--- src/rtl/ship_board.sv ---
// ship_board: the player's 10x10 ship-occupancy board.
// Places single-cell ships under a no-touch rule by scanning the 3x3 window
// around the target, resolves opponent shots against the board, keeps the
// placed/sunk counts, and serves registered cell reads to the renderer.
module ship_board #(
    parameter int MAX_SHIPS = 10,
    parameter int GRID      = 10
) (
    input  logic       clk,
    input  logic       rst,
    input  logic       pick_ship,
    input  logic [7:0] mouse_position,
    input  logic       shot_req,
    input  logic [7:0] shot_pos,
    input  logic [7:0] rd_pos,
    output logic [3:0] ship_count,
    output logic       place_done,
    output logic       place_ok,
    output logic       busy,
    output logic       shot_done,
    output logic       shot_hit,
    output logic       rd_occ,
    output logic       rd_hit,
    output logic       all_sunk
);

    typedef enum logic [1:0] {
        IDLE   = 2'd0,
        SCAN   = 2'd1,
        COMMIT = 2'd2,
        DONE   = 2'd3
    } state_e;

    // One row register per grid row, one bit per column.
    typedef logic [GRID-1:0][GRID-1:0] board_t;

    localparam logic [3:0] GRID_L  = 4'(GRID);
    localparam logic [3:0] MAX_CNT = 4'(MAX_SHIPS);
    localparam logic [3:0] IDX_END = 4'd8;

    // True when (r,c) lies on the board.
    function automatic logic in_grid(input logic [3:0] r, input logic [3:0] c);
        return (r < GRID_L) && (c < GRID_L);
    endfunction

    // Bit (r,c) of a board; cells off the board read as 0.
    function automatic logic cell_at(input board_t b, input logic [3:0] r,
                                     input logic [3:0] c);
        logic v;
        v = 1'b0;
        for (int i = 0; i < GRID; i++) begin
            for (int j = 0; j < GRID; j++) begin
                if (r == 4'(i) && c == 4'(j)) begin
                    v = b[i][j];
                end
            end
        end
        return v;
    endfunction

    // Placement state
    state_e     state_q;
    logic [3:0] row_q;
    logic [3:0] col_q;
    logic [3:0] idx_q;
    logic       pick_prev_q;
    logic [3:0] ship_count_q;
    logic       busy_q;
    logic       place_done_q;
    logic       place_ok_q;
    board_t     occ_q;

    // Shot / read state
    board_t     hit_q,       hit_d;
    logic [3:0] sunk_q,      sunk_d;
    logic       shot_done_q, shot_done_d;
    logic       shot_hit_q,  shot_hit_d;
    logic       rd_occ_q,    rd_occ_d;
    logic       rd_hit_q,    rd_hit_d;

    // Request decode and scan-window neighbour lookup
    logic       pick_edge;
    logic [3:0] tgt_row;
    logic [3:0] tgt_col;
    logic       tgt_reject;
    logic [1:0] row_off;
    logic [1:0] col_off;
    logic [3:0] nb_row;
    logic [3:0] nb_col;
    logic       nb_occ;

    assign pick_edge = pick_ship && !pick_prev_q;
    assign tgt_row   = mouse_position[7:4];
    assign tgt_col   = mouse_position[3:0];

    // Target is refused straight from IDLE if off-board, board full, or already taken.
    assign tgt_reject = !in_grid(tgt_row, tgt_col) || (ship_count_q == MAX_CNT) ||
                        cell_at(occ_q, tgt_row, tgt_col);

    // Map the scan index onto a (row, col) offset in the 3x3 window; off-board cells count as free.
    always_comb begin
        // NOTE: every output of a combinational block gets a default first, so no path leaves it unassigned and infers a latch.
        row_off = 2'd0;
        col_off = 2'd0;
        case (idx_q)
            4'd0: begin row_off = 2'd0; col_off = 2'd0; end
            4'd1: begin row_off = 2'd0; col_off = 2'd1; end
            4'd2: begin row_off = 2'd0; col_off = 2'd2; end
            4'd3: begin row_off = 2'd1; col_off = 2'd0; end
            4'd4: begin row_off = 2'd1; col_off = 2'd1; end
            4'd5: begin row_off = 2'd1; col_off = 2'd2; end
            4'd6: begin row_off = 2'd2; col_off = 2'd0; end
            4'd7: begin row_off = 2'd2; col_off = 2'd1; end
            4'd8: begin row_off = 2'd2; col_off = 2'd2; end
            default: begin row_off = 2'd0; col_off = 2'd0; end
        endcase
        // Row 0 minus one wraps to 15, which in_grid rejects, so edges need no special case.
        nb_row = row_q + {2'b00, row_off} - 4'd1;
        nb_col = col_q + {2'b00, col_off} - 4'd1;
        nb_occ = in_grid(nb_row, nb_col) && cell_at(occ_q, nb_row, nb_col);
    end

    // Placement FSM: edge detect, target check, window scan, commit, result pulse.
    always_ff @(posedge clk or negedge rst) begin
        if (!rst) begin
            state_q      <= IDLE;
            row_q        <= 4'd0;
            col_q        <= 4'd0;
            idx_q        <= 4'd0;
            // Starts high so a button held through reset is not seen as a new press.
            pick_prev_q  <= 1'b1;
            ship_count_q <= 4'd0;
            busy_q       <= 1'b0;
            place_done_q <= 1'b0;
            place_ok_q   <= 1'b0;
            // NOTE: the board is only 100 flops and must read empty straight out of reset, so it is reset like any other register rather than treated as a RAM.
            occ_q        <= '0;
        end else begin
            // NOTE: non-blocking assignments so every register here samples the pre-edge values of the others.
            pick_prev_q  <= pick_ship;
            place_done_q <= 1'b0;
            place_ok_q   <= 1'b0;
            case (state_q)
                IDLE: begin
                    if (pick_edge) begin
                        row_q <= tgt_row;
                        col_q <= tgt_col;
                        idx_q <= 4'd0;
                        if (tgt_reject) begin
                            state_q      <= DONE;
                            place_done_q <= 1'b1;
                        end else begin
                            state_q <= SCAN;
                            busy_q  <= 1'b1;
                        end
                    end
                end
                SCAN: begin
                    if (nb_occ) begin
                        state_q      <= DONE;
                        busy_q       <= 1'b0;
                        place_done_q <= 1'b1;
                    end else if (idx_q == IDX_END) begin
                        state_q <= COMMIT;
                    end else begin
                        idx_q <= idx_q + 4'd1;
                    end
                end
                COMMIT: begin
                    occ_q[row_q][col_q] <= 1'b1;
                    if (ship_count_q != MAX_CNT) begin
                        ship_count_q <= ship_count_q + 4'd1;
                    end
                    state_q      <= DONE;
                    busy_q       <= 1'b0;
                    place_done_q <= 1'b1;
                    place_ok_q   <= 1'b1;
                end
                DONE: begin
                    state_q <= IDLE;
                end
                default: begin
                    state_q <= IDLE;
                    busy_q  <= 1'b0;
                end
            endcase
        end
    end

    // Shot resolution and renderer reads; shots see the pre-edge board, so a same-cycle commit is a miss.
    always_comb begin
        logic [3:0] s_row;
        logic [3:0] s_col;
        logic       s_occ;
        logic       s_was_hit;
        logic [3:0] r_row;
        logic [3:0] r_col;

        hit_d       = hit_q;
        sunk_d      = sunk_q;
        shot_done_d = shot_req;
        shot_hit_d  = 1'b0;

        s_row     = shot_pos[7:4];
        s_col     = shot_pos[3:0];
        s_occ     = in_grid(s_row, s_col) && cell_at(occ_q, s_row, s_col);
        s_was_hit = cell_at(hit_q, s_row, s_col);

        if (shot_req) begin
            shot_hit_d = s_occ;
            if (s_occ && !s_was_hit) begin
                hit_d[s_row][s_col] = 1'b1;
                if (sunk_q != MAX_CNT) begin
                    sunk_d = sunk_q + 4'd1;
                end
            end
        end

        r_row    = rd_pos[7:4];
        r_col    = rd_pos[3:0];
        rd_occ_d = in_grid(r_row, r_col) && cell_at(occ_q, r_row, r_col);
        rd_hit_d = in_grid(r_row, r_col) && cell_at(hit_q, r_row, r_col);
    end

    // Shot and read registers.
    always_ff @(posedge clk or negedge rst) begin
        if (!rst) begin
            hit_q       <= '0;
            sunk_q      <= 4'd0;
            shot_done_q <= 1'b0;
            shot_hit_q  <= 1'b0;
            rd_occ_q    <= 1'b0;
            rd_hit_q    <= 1'b0;
        end else begin
            hit_q       <= hit_d;
            sunk_q      <= sunk_d;
            shot_done_q <= shot_done_d;
            shot_hit_q  <= shot_hit_d;
            rd_occ_q    <= rd_occ_d;
            rd_hit_q    <= rd_hit_d;
        end
    end

    assign ship_count = ship_count_q;
    assign place_done = place_done_q;
    assign place_ok   = place_ok_q;
    assign busy       = busy_q;
    assign shot_done  = shot_done_q;
    assign shot_hit   = shot_hit_q;
    assign rd_occ     = rd_occ_q;
    assign rd_hit     = rd_hit_q;
    assign all_sunk   = (sunk_q == ship_count_q) && (ship_count_q == MAX_CNT);

endmodule
--- config.mk ---
export PLATFORM = sky130hd
export DESIGN_NAME = ship_board
export DESIGN_NICKNAME = d
export VERILOG_FILES = /design/src/rtl/ship_board.sv
export SDC_FILE = /design/constraint.sdc
export NUM_CORES = 1
export LEC_CHECK = 0
export BUFFER_PORTS_ARGS = -buffer_cell sky130_fd_sc_hd__buf_4
export CORE_MARGIN = 2
export CORE_UTILIZATION = 55
export CTS_CLUSTER_SIZE = 16
export DETAILED_ROUTE_END_ITERATION = 8
export MAX_ROUTING_LAYER = met4
export PLACE_DENSITY_LB_ADDON = 0.2
export SETUP_SLACK_MARGIN = 0.15
export SLEW_MARGIN = 20
export SYNTH_ARGS = -nofsm -noshare
export SYNTH_HDL_FRONTEND = slang
export SYNTH_SLANG_ARGS = --single-unit
--- constraint.sdc ---
create_clock -name clk -period 8.95 [get_ports clk]
set_clock_uncertainty 0.1 [all_clocks]
set_input_delay 0.895 -clock clk [delete_from_list [all_inputs] [get_ports clk]]
set_output_delay 0.895 -clock clk [all_outputs]
set_load 0.005 [all_outputs]
Word-level counts from Yosys, hierarchy flattened --
Memories as Yosys holds them, arrays and structs flattened. Cells that the tools add are included.
Word-level totals: flip-flop bits (word level) 230, bits in latches 0, word-level logic and storage cells 1211, ROM bits 64, bits in writable memories 0, output and inout port bits 12, memories kept 1, input bits 28
Memory list:
- (name not given) | depth 16, width 4, rd ports 1, clocked after memory_dff 0, write ports 0, line 105 | case (idx_q)
Cells by class: $lt $le $gt $ge 16, bitwise logic cells 2, reductions and logical operators 438, mux-type cells 627, multipliers 0, $add $sub $neg 7, equality and inequality tests 86, divide/modulo/power cells 0, shifts and indexed selects 0
Operators with widths (number):
- $mux W1 | 610
- $logic_and A1 B1 Y1 | 415
- $or A100 B100 Y100 | 2
- $eq A4 B3 Y1 const B | 32
- $demux W10 S4 | 2
- $eq A4 B4 Y1 const B | 18
- $eq A4 B2 Y1 const B | 16
- $eq A4 B1 Y1 const B | 8
- $logic_not A4 Y1 | 8
- $lt A4 B4 Y1 const B | 8
- $lt A4 B5 Y1 const B | 4
- $mux W10 | 2
- $ge A4 B1 Y1 const B | 4
- $add A4 B1 Y4 const B | 3
- $mux W4 | 3
- $ne A2 B2 Y1 const B | 5
- $add A4 B2 Y4 | 2
- $demux W1 S4 | 2
- $mux W2 | 4
- $ne A4 B4 Y1 const B | 2
- $pmux W2 S4 | 1
- $pmux W4 S2 | 1
- $reduce_and A2 Y1 | 4
- $reduce_and A4 Y1 | 2
- 12 further kinds | 18

Longest topological paths before layout --
Gate-level depths: netlist of the first run. An unclocked memory read counts as a cell.
depth in word-level cells 108, depth in mapped cells 21, gate-level depth less buffers 19

Worst setup path after synthesis of the first run --
No wires, ideal clock.
kind reg2reg, start point register idx_q[0], end point register state_q[1], clock period less this slack 4.349 ns, setup time 0.121 ns, slack 4.601 ns, data arrival time 4.128 ns, path buffers 2, data required time 8.729 ns, stages on the path, launching flop included 21, cell sequence dfrtp_1 -> inv_1 -> ha_1 -> a211o_1 -> ha_1 -> inv_1 -> ha_1 -> inv_1 -> fa_1 -> buf_2 -> nor2b_1 -> clkbuf_1 -> nand3_1 -> o221ai_1 -> o21a_1 -> o21ai_0 -> nor4b_1 -> o211a_1 -> o21a_1 -> a21boi_0 -> o22a_1
On the way: word-level cells in the longest chain between the ends 108, elaborated cells between the ends (all ways) 234, those cells by class add/sub (4); order compare (2); eq/ne (20); mux (102); reduce/logical (105); memory (1)
Ends and longest elaborated chain:
- start, declared | line 65 | logic [3:0] idx_q;
- start signal, assigned | line 166 | idx_q <= idx_q + 4'd1;
- $mem_v2 Z16 W4
- $add A4 B2 Y4 (on tied branches) | line 118, 119
- $sub A4 B1 Y4 (on tied branches) | line 118, 119
- $logic_not A4 Y1 | line 53 | if (r == 4'(i) && c == 4'(j)) begin
- $logic_and A1 B1 Y1 | line 53
- $mux W1 (100 in a row) | line 53
- $logic_and A1 B1 Y1 | line 120 | nb_occ = in_grid(nb_row, nb_col) && cell_at(occ_q, nb_row, nb_col);
- $mux W2 / $ne A3 B3 Y1 (equally long branches)
- $pmux W2 S4 / $reduce_and A2 Y1 (equally long branches)
- end signal, assigned | line 126 | state_q <= IDLE;
- end signal, assigned | line 160 | state_q <= DONE;
- end signal, assigned | line 164 | state_q <= COMMIT;
- end, declared | line 62 | state_e state_q;
Several ways; a longest one is shown, not always the timed one. A chain may end at the register's enable or synchronous reset.

Final worst setup path of the first run --
Same ends and word-level chain as after synthesis.

==> flow_summary.json, run 1 <==
{
  "wl_per_cell_um": 34.7,
  "end_kind": "flop",
  "fin_area_um2": 18000,
  "synth-async-reset-ratio_pct": 100,
  "sw_frac_of_total_pct": 53.3,
  "nFillCells": 2688,
  "hold_buffers": 0,
  "yosys_warnings": 0,
  "first_pass_iters": 8,
  "arrival_ns": 5.62,
  "top_level_ports": 40,
  "post-route-util_pct": 59.4,
  "start_util_pct": 55.4,
  "cp-startpoint": "idx_q[0]$_DFFE_PN0P_",
  "synth-seq-cells": 230,
  "grt_usage_pct": 52.8,
  "grt_pass1_wl_um": 119000,
  "avgSynthCellArea_um2": 8.49,
  "cts_buffers": 24,
  "power_mw": 6.11,
  "seq_area_frac_synth_pct": 34.2,
  "p_sw_mw": 3.26,
  "fin_crit_ns": 5.30,
  "antenna_found_initial": 9,
  "slew_headroom_pct": 20.1,
  "worstSkewPairLatency_ns": 0.55,
  "cp.required_ns": 9.27,
  "maxCapViolations": 0,
  "clk_pin_slew_worst_paths_ns": 0.06,
  "rsz0062_at_grt": "false",
  "synthDistinctLibCells": 98,
  "post_dp_cell_area_um2": 17300,
  "status": "completed",
  "p_leak_nw": 7.20,
  "setup_tns_ns": 0,
  "hp-class": "in -> async",
  "ir_drop_v": 0.000367,
  "syn_inst": 1983,
  "fp.dieW_um": 179,
  "post_cts_buffers": 0,
  "final_cell_mix": "dfrtp_1 (229), o21bai_1 (177), o21ai_0 (160)",
  "syn_to_final_growth_pct": 7.09,
  "ant_nets": 0,
  "regToRegStartpoint": "idx_q[0]$_DFFE_PN0P_",
  "rr_worst_depth": 19,
  "powerDensity_nw_per_um2": 339,
  "max_slew.worst_pin.slew_ns": 1.19,
  "core-area_um2": 30300,
  "grt_max_degree": 96,
  "dp_hpwl_um": 56500,
  "port_buffers": 39,
  "drcViolationCount": 0,
  "max_freq_mhz": 189,
  "vias": 18600,
  "synth-edff-count": 0,
  "cts_tree": "done",
  "share_comb_of_total_power_pct": 53.7,
  "globalplace.congestion": 1.10,
  "htree_levels": 1,
  "cts_max_path_buffers": 3,
  "syn_area_um2": 16800,
  "grt-ovfl-total": 0,
  "path_class": "reg -> reg",
  "die_h_um": 179,
  "die_area_um2": 32000,
  "ys.flop_type": "dfrtp_1",
  "clock_sinks": 230,
  "fin_nets": 1999,
  "period_share_pct": 59.3,
  "maxSlewViolCount": 0,
  "routed_wl_um": 82200,
  "critPathLaunchType": "flop",
  "grt_pass1_vias": 17700,
  "syn-num-nets": 2037,
  "drive_gt1_share_pct": 8.63,
  "vias_per_cell": 7.88,
  "power.internal_mw": 2.85,
  "drt_iter0_drc": 2957,
  "rows": 64,
  "seq_power_share_pct": 31.0,
  "crit_path_max_fanout": 31,
  "cts.root.buffer_cell": "clkbuf_16",
  "hold_viol": 0,
  "layout_commonest_cell": "dfrtp_1",
  "ctsResizeCount": 0,
  "clockPowerShare_pct": 15.3,
  "setup_violations": 0
}
-- worst max-delay path, cell delays in order (launching register included) --
cell and delay (ns):
dfrtp_1 0.44, inv_1 0.12, ha_1 0.33, a211o_1 0.30, ha_2 0.17, inv_1 0.05
ha_1 0.13, inv_1 0.05, fa_1 0.47, buf_4 0.32, nor2b_1 0.65, nand3_1 0.19
o221ai_1 0.22, o21a_1 0.16, o21ai_0 0.07, nor4b_1 0.43, o211a_1 0.29, o21a_1 0.30
a21boi_0 0.17, o22a_1 0.22
-- power groups by stage --
stage | Sequential, mW | Combinational (mW) | Clock [mW]
floorplan | 1.46 | 2.27 | 0
global placement | 1.82 | 3.11 | 0
detailed placement | 1.82 | 3.11 | 0
CTS | 1.80 | 3.12 | 0.935
global route | 1.85 | 3.46 | 0.974
finish | 1.89 | 3.28 | 0.934
-- path summary, 6_finish.rpt --
path                       slack (ns)                      to
max reg2reg                      3.65  state_q[1]$_DFFE_PN0P_
min                              0.26  state_q[0]$_DFFE_PN0P_
min reg2reg                      0.40    hit_q[4]$_DFFE_PN0P_
max in group asynchronous        7.07   hit_q[38]$_DFFE_PN0P_
min in group clk                 0.35     shot_done$_DFF_PN0_
max                              3.65  state_q[1]$_DFFE_PN0P_
-- stage by stage --
stage	worst slack (ns)	instances	hold slack [ns]
6_report	3.65	2365	0.259
5_1_grt	3.25	2364	0.309
4_1_cts	3.73	2355	0.296
3_5_place_dp	3.57	2315	0.381
3_3_place_gp	3.62	2315	0.373
2_1_floorplan	4.60	1983	0.338
-- cell families after synthesis --
logic type | count (synthesis) | share of synthesized area (%)
AOI/OAI and AO/OA | 819 | 33.1
xor gates and xnor gates | 11 | 0.573
adders and majority gates | 26 | 2.02
buffers and inverters | 203 | 5.14
DFF | 230 | 34.2
muxes | 93 | 6.19
and+or+nand+nor | 601 | 18.8
-- per-layer routing --
metal / share of wire [%] / global-route usage (%) / vias up
li1: - / - / 7439
met1: 34 / 60.8 / 8841
met2: 42 / 75.0 / 1715
met3: 14 / 16.6 / 632
met4: 11 / 44.2 / 0
met5: 0 / - / -
-- cell usage after synthesis, drive strengths merged, types with 8 or more instances --
cell type | n | share of area, %
a221oi | 19 | 0.99
o21ai | 168 | 5.0
a21o | 11 | 0.49
o2bb2ai | 9 | 0.47
or3 | 9 | 0.33
nor2b | 30 | 1.1
a31oi | 27 | 1.0
o21bai | 177 | 7.9
and3 | 15 | 0.56
o21a | 8 | 0.36
nand2b | 36 | 1.3
mux2 | 19 | 1.3
nor2 | 138 | 3.1
a22o | 8 | 0.42
nand3b | 15 | 0.67
a211oi | 26 | 1.2
a2111oi | 11 | 0.62
a22oi | 35 | 1.6
o31ai | 14 | 0.62
o211ai | 25 | 1.1
mux2i | 67 | 4.0
and2 | 16 | 0.59
buf | 71 | 2.2
xnor2 | 8 | 0.42
a21oi | 123 | 3.7
nor3 | 39 | 1.2
nor4b | 8 | 0.67
a32oi | 14 | 0.73
o22ai | 50 | 1.9
nand4 | 15 | 0.56
nor4 | 17 | 0.63
clkbuf | 69 | 1.5
o221ai | 14 | 0.73
nand3 | 51 | 1.5
dfrtp | 229 | 34
inv | 62 | 1.4
ha | 24 | 1.8
o32ai | 11 | 0.62
nand2 | 166 | 4.1
-- final cells by class --
type	instances	area (um2)	area share, %
multi-input combinational	1550	10200	56.7
sequential	230	5760	31.9
clock buffer	33	654	3.63
timing repair buffer	76	578	3.21
tap	396	495	2.75
inverter	63	236	1.31
clock inverter	7	58.8	0.326
antenna	10	25.0	0.139
-- state kept, by name (all words and copies together), names as in the netlist, 2 cells and up --
signal      count
col_q           4
hit_q         100
idx_q           4
occ_q         100
row_q           4
ship_count      4
state_q         2
sunk_q          4
Note: power is estimated with default switching activity, not from simulation.
==> run 2, diff against run 1 <==
- clock period: 8.95 -> 5.21 ns (I/O delays scaled with it)
==> flow_summary.json, run 2 (synthesis gave the netlist of run 1 again) <==
{
  "powerDensity_nw_per_um2": 594,
  "die_area_um2": 32000,
  "start_util_pct": 55.4,
  "drive_gt1_share_pct": 9.64,
  "crit_path_max_fanout": 22,
  "p_leak_nw": 7.32,
  "pre_cts_slack_ns": 0.348,
  "hold_slack_ns": 0.0484,
  "top_regs": "hit_q (100), occ_q (100)",
  "met3_usage_pct": 18.8,
  "end_kind": "flop",
  "fin_nets": 2022,
  "maxCapViolations": 0,
  "rows": 64,
  "cts_buffers": 24,
  "fin_crit_ns": 4.84,
  "max_slew.worst_pin.slew_ns": 1.10,
  "met2_usage_pct": 72.3,
  "maxSlewViolCount": 0,
  "max_freq_mhz": 206,
  "setup_tns_ns": 0,
  "vias": 18700,
  "clock_sinks": 230,
  "rsz0062_at_grt": "false",
  "r2r-end": "state_q[0]$_DFFE_PN0P_",
  "grt-ovfl-total": 0,
  "top_level_ports": 40,
  "htree_levels": 1,
  "status": "completed",
  "cts.root.buffer_cell": "clkbuf_16",
  "fin_ws_ns": 0.367,
  "final_cell_mix": "dfrtp_1 (229), o21bai_1 (177), o21ai_0 (160)",
  "path_class": "reg -> reg",
  "core-area_um2": 30300,
  "critPathLaunchType": "flop",
  "ant_nets": 0,
  "reg2reg_slack_ns": 0.37,
  "globalplace.congestion": 1.15,
  "cp-startpoint": "idx_q[0]$_DFFE_PN0P_",
  "rr_worst_depth": 19,
  "use_met1_pct": 61.9,
  "vias_per_cell": 7.83,
  "period_share_pct": 93.0,
  "worstSkewPairLatency_ns": 0.55,
  "clk_pin_slew_worst_paths_ns": 0.06,
  "dp_hpwl_um": 56300,
  "first_pass_iters": 9,
  "drt_iter0_drc": 3054,
  "ir_drop_v": 0.000734,
  "die_h_um": 179,
  "grt_usage_pct": 52.8,
  "post_cts_buffers": 0,
  "hold_viol": 0,
  "hp-class": "in -> reg",
  "port_buffers": 39,
  "cp.required_ns": 5.59,
  "grt_max_degree": 133,
  "busiest_layer": "met2",
  "arrival_ns": 5.22,
  "syn_to_final_growth_pct": 8.40,
  "antenna_found_initial": 6,
  "drcViolationCount": 0,
  "grt_pass1_vias": 17500,
  "setup_violations": 0,
  "cp-endpoint": "state_q[0]$_DFFE_PN0P_",
  "cts_tree": "done",
  "cts_max_path_buffers": 3,
  "fp.dieW_um": 179,
  "wl_per_cell_um": 34.4,
  "grt_pass1_wl_um": 118000,
  "regToRegStartpoint": "idx_q[0]$_DFFE_PN0P_",
  "layout_commonest_cell": "dfrtp_1",
  "routed_wl_um": 82000,
  "slew_headroom_pct": 25.9
}
## run 2: final cells by class
cell class / instances / area (um2)
diodes: 9 / 22.5
clock buffers: 33 / 654
fillers: 2702 / 12100
well taps: 396 / 495
flip-flops and latches: 230 / 5760
clock inverters: 6 / 51.3
inverters: 63 / 236
repair buffers: 99 / 793
multi-input cells: 1550 / 10200
## run 2: worst max-delay path: stages (launching register included)
cell,delay [ns]
dfrtp_1,0.43
inv_1,0.11
ha_1,0.33
a211o_1,0.30
ha_2,0.16
inv_1,0.05
ha_1,0.12
inv_1,0.05
fa_1,0.48
xnor2_1,0.19
buf_4,0.30
and3_1,0.39
a2111o_1,0.19
a221oi_1,0.07
a311oi_1,0.27
o21ai_0,0.17
o211a_1,0.29
o21a_2,0.28
a21boi_0,0.28
o22a_1,0.22
## run 2: stage by stage
stage	cells	cell area, um2	total power [mW]	util (%)
after global placement	2336	17500	8.81	57.6
after CTS	2377	18200	10.4	60.0
final	2386	18200	10.8	60.1
after detailed placement	2336	17500	8.84	57.6
after floorplan	1983	16800	6.41	-
after global routing	2383	18200	11.2	60.1
## run 2: layer usage
metal | vias to the layer above | wire length, um | share of wire (%)
li1 | 7504 | - | -
met1 | 8808 | 27600 | 34
met2 | 1756 | 32900 | 40
met3 | 625 | 12200 | 15
met4 | 0 | 9250 | 11
met5 | - | 0 | 0
## run 2: repair_timing
item                                    CTS  global route
gates resized for setup                   0             3
hold buffers                              2             0
endpoints found under the setup margin    0             5
endpoints found under the hold margin    98             0
## run 2: report_power, final
part	switching [mW]	total, mW	internal [mW]	leakage [nW]
Sequential	1.22	3.36	2.14	3.08
Combinational	3.70	5.89	2.18	3.90
Clock	0.716	1.59	0.875	0.342
Total	5.64	10.8	5.20	7.32
## run 2: worst min path at each step
stage                                  endpoint  slack (ns)  cells past startpoint                  start
final                       shot_done$_DFF_PN0_        0.05                      1               shot_req
after global routing        shot_done$_DFF_PN0_        0.03                      1               shot_req
after CTS                   shot_done$_DFF_PN0_        0.04                      1               shot_req
after detailed placement  hit_q[80]$_DFFE_PN0P_        0.36                      1  hit_q[80]$_DFFE_PN0P_
after global placement    hit_q[91]$_DFFE_PN0P_        0.36                      2  hit_q[91]$_DFFE_PN0P_
after floorplan                busy$_DFFE_PN0P_        0.13                      0                    rst
